**config.mk**
```make
export PLATFORM = sky130hd
export DESIGN_NAME = pdm_pcm_filter
export DESIGN_NICKNAME = d
export VERILOG_FILES = /design/src/rtl/pdm_pkg.sv /design/src/rtl/pdm_popcount.sv /design/src/rtl/pdm_pcm_filter.sv
export SDC_FILE = /design/constraint.sdc
export NUM_CORES = 1
export LEC_CHECK = 0
export BUFFER_PORTS_ARGS = -buffer_cell sky130_fd_sc_hd__buf_2
export CAP_MARGIN = 20
export CORE_AREA = 4 4 111 113
export DETAILED_ROUTE_END_ITERATION = 7
export DIE_AREA = 0 0 115 117
export PLACE_DENSITY = 0.89
export SLEW_MARGIN = 20
export SYNTH_ARGS = -nofsm -noshare
export SYNTH_HDL_FRONTEND = slang
export SYNTH_SLANG_ARGS = --single-unit
```
**constraint.sdc**
```tcl
create_clock -name clock_i -period 5 [get_ports clock_i]
set_input_delay 0.5 -clock clock_i [delete_from_list [all_inputs] [get_ports clock_i]]
set_output_delay 0.5 -clock clock_i [all_outputs]
set_load 0.05 [all_outputs]
```
**src/rtl/pdm_pkg.sv**
```systemverilog
// Shared constants and width helpers for the PDM capture chain
// (deserializer, PCM filter, downstream audio buffer).
package pdm_pkg;

  localparam int WORD_LENGTH = 16;

  // Width needed to hold a ones-count summed over a full averaging window.
  function automatic int sum_width(input int word_length, input int window_log2);
    return $clog2(word_length * (1 << window_log2) + 1);
  endfunction

  // Mid-scale of the window sum; subtracting it centres the PCM output on zero.
  function automatic int pcm_offset(input int word_length, input int window_log2);
    return (word_length << window_log2) / 2;
  endfunction

endpackage

```
**src/rtl/pdm_popcount.sv**
```systemverilog
// Combinational ones-count of one packed PDM word.
module pdm_popcount #(
  parameter int WORD_LENGTH = pdm_pkg::WORD_LENGTH,
  parameter int CNT_W       = $clog2(WORD_LENGTH + 1)
) (
  input  logic [WORD_LENGTH-1:0] data,
  output logic [CNT_W-1:0]       count
);

  always_comb begin
    count = '0;
    for (int i = 0; i < WORD_LENGTH; i++) begin
      count = count + CNT_W'(data[i]);
    end
  end

endmodule

```
**src/rtl/pdm_pcm_filter.sv**
```systemverilog
// Boxcar moving-average PDM-to-PCM filter: popcount stage, running-sum stage,
// and a single-entry valid/ready output register with sticky overrun flag.
module pdm_pcm_filter #(
  parameter int WORD_LENGTH = pdm_pkg::WORD_LENGTH,
  parameter int WINDOW_LOG2 = 4,
  parameter int OUT_WIDTH   = 16
) (
  input  logic                   clock_i,
  input  logic                   reset_n_i,
  input  logic                   enable_i,
  input  logic                   done_i,
  input  logic [WORD_LENGTH-1:0] data_i,
  output logic [OUT_WIDTH-1:0]   pcm_o,
  output logic                   valid_o,
  input  logic                   ready_i,
  output logic                   overrun_o
);

  import pdm_pkg::*;

  localparam int N      = 1 << WINDOW_LOG2;
  localparam int CNT_W  = $clog2(WORD_LENGTH + 1);
  localparam int SUM_W  = sum_width(WORD_LENGTH, WINDOW_LOG2);
  localparam int OFFSET = pcm_offset(WORD_LENGTH, WINDOW_LOG2);

  logic [CNT_W-1:0]       pop_count;
  logic [CNT_W-1:0]       s1_count;
  logic                   s1_valid;
  logic [CNT_W-1:0]       hist [N];
  logic [SUM_W-1:0]       sum;
  logic [SUM_W-1:0]       sum_next;
  logic [WINDOW_LOG2-1:0] ptr;
  logic [WINDOW_LOG2:0]   warm_cnt;
  logic                   window_full;
  logic                   new_sample;
  logic [OUT_WIDTH-1:0]   pcm_next;

  pdm_popcount #(
    .WORD_LENGTH(WORD_LENGTH),
    .CNT_W      (CNT_W)
  ) u_popcount (
    .data (data_i),
    .count(pop_count)
  );

  always_ff @(posedge clock_i or negedge reset_n_i) begin
    if (!reset_n_i) begin
      s1_valid <= 1'b0;
      s1_count <= '0;
    end else if (!enable_i) begin
      s1_valid <= 1'b0;
      s1_count <= '0;
    end else begin
      s1_valid <= done_i;
      s1_count <= pop_count;
    end
  end

  // The oldest entry is always part of sum, so the subtraction cannot underflow.
  always_comb begin
    sum_next    = sum + SUM_W'(s1_count) - SUM_W'(hist[ptr]);
    window_full = (warm_cnt >= (WINDOW_LOG2 + 1)'(N - 1));
    new_sample  = s1_valid && window_full;
    pcm_next    = OUT_WIDTH'(sum_next) - OUT_WIDTH'(OFFSET);
  end

  always_ff @(posedge clock_i or negedge reset_n_i) begin
    if (!reset_n_i) begin
      for (int i = 0; i < N; i++) hist[i] <= '0;
      sum      <= '0;
      ptr      <= '0;
      warm_cnt <= '0;
    end else if (!enable_i) begin
      for (int i = 0; i < N; i++) hist[i] <= '0;
      sum      <= '0;
      ptr      <= '0;
      warm_cnt <= '0;
    end else if (s1_valid) begin
      hist[ptr] <= s1_count;
      sum       <= sum_next;
      ptr       <= ptr + 1'b1;
      if (warm_cnt != (WINDOW_LOG2 + 1)'(N)) warm_cnt <= warm_cnt + 1'b1;
    end
  end

  // A fresh sample always wins; it only counts as overrun if the old one was stalled.
  always_ff @(posedge clock_i or negedge reset_n_i) begin
    if (!reset_n_i) begin
      pcm_o     <= '0;
      valid_o   <= 1'b0;
      overrun_o <= 1'b0;
    end else if (!enable_i) begin
      pcm_o     <= '0;
      valid_o   <= 1'b0;
      overrun_o <= 1'b0;
    end else if (new_sample) begin
      pcm_o   <= pcm_next;
      valid_o <= 1'b1;
      if (valid_o && !ready_i) overrun_o <= 1'b1;
    end else if (valid_o && ready_i) begin
      valid_o <= 1'b0;
    end
  end

endmodule

```
==> metrics <==
status=finished, final reports clean; fin crit share=0.894; total internal power=2.13 mW; mux cell area share after synthesis=0.150; Worst EP arrival=4.78 ns; Max-Cap Viols=0; Synth area leaders=dfrtp_1, nor2b_1, mux4_1; GPL Wtd Cong=0.911; Post-synth top cells=dfrtp_1, nor2b_1, a21oi_1, inv_1, nor2_1; final worst clock skew=0.00740 ns; footprint of the multi-input gates=3390 sq um; Synth Area in Compound Gates=0.0746; Root Driver=clkbuf_16; cts hold-fix bufs=0; CTS Buffer Depth=2; ys async rst share=1.00; Starting Density=0.593; number of synthesized flops with an enable pin=0; Clock transition at path regs=0.05 ns; VDD IR max=0.000337 V; final hold vios=0; pin count of the biggest net entering global routing=105; slew at the pin closest to its max-slew limit=0.940 ns; ys flop type=dfrtp_1; syn nets=686; synthesized area per cell=10.7 sq um; critical path's largest stage delay=0.64 ns; routed vias=4725; initial DRC count=431; IO Pins=39; sequential share of power=0.328; register area share after synthesis=0.432; count leader, synth=dfrtp_1; count of pins over their slew limit=0; vias per inst=5.88; PortBufs=38; DR top layer=met4; Synth Area in XOR/XNOR=0.0183; ANT cells=0; Synth Instances=628; initial antenna violation count=0; Comb pwr share=0.320; nets=708; Synth Warn #=0; Post-DRT Antenna Nets=0; grt total ovfl=0; total CTS buffers=17; worst path required time=5.31 ns; Synth Area in Adders=0.0857; Yosys top cell by area=dfrtp_1; RSZ-0062 raised after global routing=false; cell area power density=431 nW/um^2; H-tree levels=4; Clk pwr share=0.352; crit path max-delay cell type=dfrtp_1; CP Launch Type=flop; Remaining DRCs=0; Tmin final=4.47 ns; first-pass GRT wire length=24200 um; main combinational cell family by area after synthesis=simple AND/OR/NAND/NOR gates; post-synth top area share=0.432; Resized Gates After CTS=0; fmax=224 MHz; Setup Crit Path Kind=reg -> reg; Static Leak=3.55 nW; core area=11300 sq um; Unique masters post-synth=42; insertion delay to the later sink of the worst-skew pair=0.42 ns; Switching Share=0.337; layout cell share with drive strength beyond 1=0.133; Post-CTS Setup Inserts=0; Die Height=117 um; Pre-antenna DRT Iters=6; hold crit path type=in -> async; total power=3.22 mW; Max-slew headroom=0.369; Register Area=2900 sq um; Layout area overhead=11.2%; element type at the critical path end=flop; cell area after synthesis=6710 sq um; Critical Path Fanout Max=18; clock sink total=116; vias in the first global route=4960; M1 WL=5830 um; gr usage total=0.234; Row Count=39; CTS tree=done; Filler Cell Count=801; metal3 WL=909 um; Synth Register Bits=116; setup total negative slack=0 ns; post-synthesis simple-gate area fraction=0.176; Net Switching=1.08 mW; final setup vio count=0; Met2 Routed Length=7330 um; die width=115 um; crit path cell chain=buf_12, mux4_1, mux4_2, fa_1, fa_1, nand2b_1, a21oi_1, a21oi_1, xnor2_1, xnor2_1, ha_1, o21ai_0, and2_1; drt wl/cell=18.0 um; drt total wl=14500 um; hpwl dp=9800 um; die footprint=13500 sq um
cells by family (layout without fill, tap and decap cells):
kind of cell / Yosys count / in the layout
multiplexers: 64 / 64
AO/OA/AOI/OAI: 84 / 84
XOR/XNOR: 14 / 14
adder cells (fa/ha/maj): 37 / 37
flip-flops: 116 / 116
AND/OR/NAND/NOR: 220 / 220
buffers and inverters: 93 / 125
final cells by class:
cell class,count,area share
multi-input combinational,419,0.454
sequential,116,0.389
clock buffer,24,0.0672
timing repair buffer,43,0.0325
inverter,53,0.0267
tap,143,0.0240
clock inverter,5,0.00671
layer usage:
metal / vias to the layer above / track usage
li1: 2153 / -
met1: 2371 / 0.285
met2: 170 / 0.391
met3: 31 / 0.0694
met4: 0 / 0.102
met5: - / 0
cell usage in the layout, fill, tap and decap left out, types with 2 or more instances in the layout:
cell type    n
a31o_2       2
o21ai_0      3
and3_1       3
nand2b_1     4
xnor2_1      9
inv_1       53
mux4_2      10
o211a_1      3
ha_1        22
nor2_1      52
mux4_1      15
a31oi_1      2
nand2_1     30
xor2_1       5
nand4_1      7
fa_1        15
nor2b_1     90
clkbuf_8     5
dfrtp_1    116
a21oi_1     56
nor3_2       4
a21o_1       5
and4_1       2
clkbuf_1     2
and2_1      12
mux2i_1     39
clkbuf_16   17
nand3_1     12
clkinv_2     4
a21boi_0     7
buf_4        5
buf_2       37
power groups by stage:
| stage | clock, mW | combinational [mW] | sequential (mW) |
|---|---|---|---|
| floorplan | 0 | 0.781 | 1.07 |
| global placement | 0 | 0.961 | 1.06 |
| detailed placement | 0 | 1.02 | 1.07 |
| CTS | 1.14 | 1.03 | 1.05 |
| global route | 1.19 | 1.15 | 1.06 |
| finish | 1.13 | 1.03 | 1.06 |
worst max-delay path: cells and delay by family (launching register included):
kind                     cells  cell delay (ns)
XOR/XNOR                     2             0.30
AO/OA/AOI/OAI                3             0.50
buffers and inverters        1             0.24
adder cells (fa/ha/maj)      3             1.23
multiplexers                 2             1.07
flip-flops                   1             0.64
AND/OR/NAND/NOR              2             0.36
state kept, by name, summed over array words and instances (netlist names):
signal	flops
ptr	4
s1_valid	1
sum	9
valid_o	1
s1_count	5
overrun_o	1
warm_cnt	5
hist	80
pcm_o	10
final timing paths:
path | from | to | slack (ns) | cells after the start
hold reg to reg | pcm_o[5] | pcm_o[5] | 0.51 | 2
max in group asynchronous | reset_n_i | hist[38] | 3.67 | 2
setup / recovery | ptr[0] | pcm_o[8] | 0.53 | 13
hold / removal | reset_n_i | pcm_o[6] | 0.17 | 1
setup reg to reg | ptr[0] | pcm_o[8] | 0.53 | 13
min in group clock_i | done_i | s1_valid | 0.29 | 2
stage by stage:
step | setup slack (ns) | util | hold WS, ns | area (sq um) | instances
floorplan | 1.08 | - | 0.204 | 6710 | 628
global route | 0.326 | 0.659 | 0.231 | 7460 | 803
finish | 0.531 | 0.659 | 0.167 | 7460 | 803
CTS | 0.551 | 0.659 | 0.207 | 7460 | 803
detailed placement | 0.564 | 0.611 | 0.496 | 6910 | 774
global placement | 0.679 | 0.611 | 0.493 | 6910 | 774
Power figures use the tool's default switching activity.
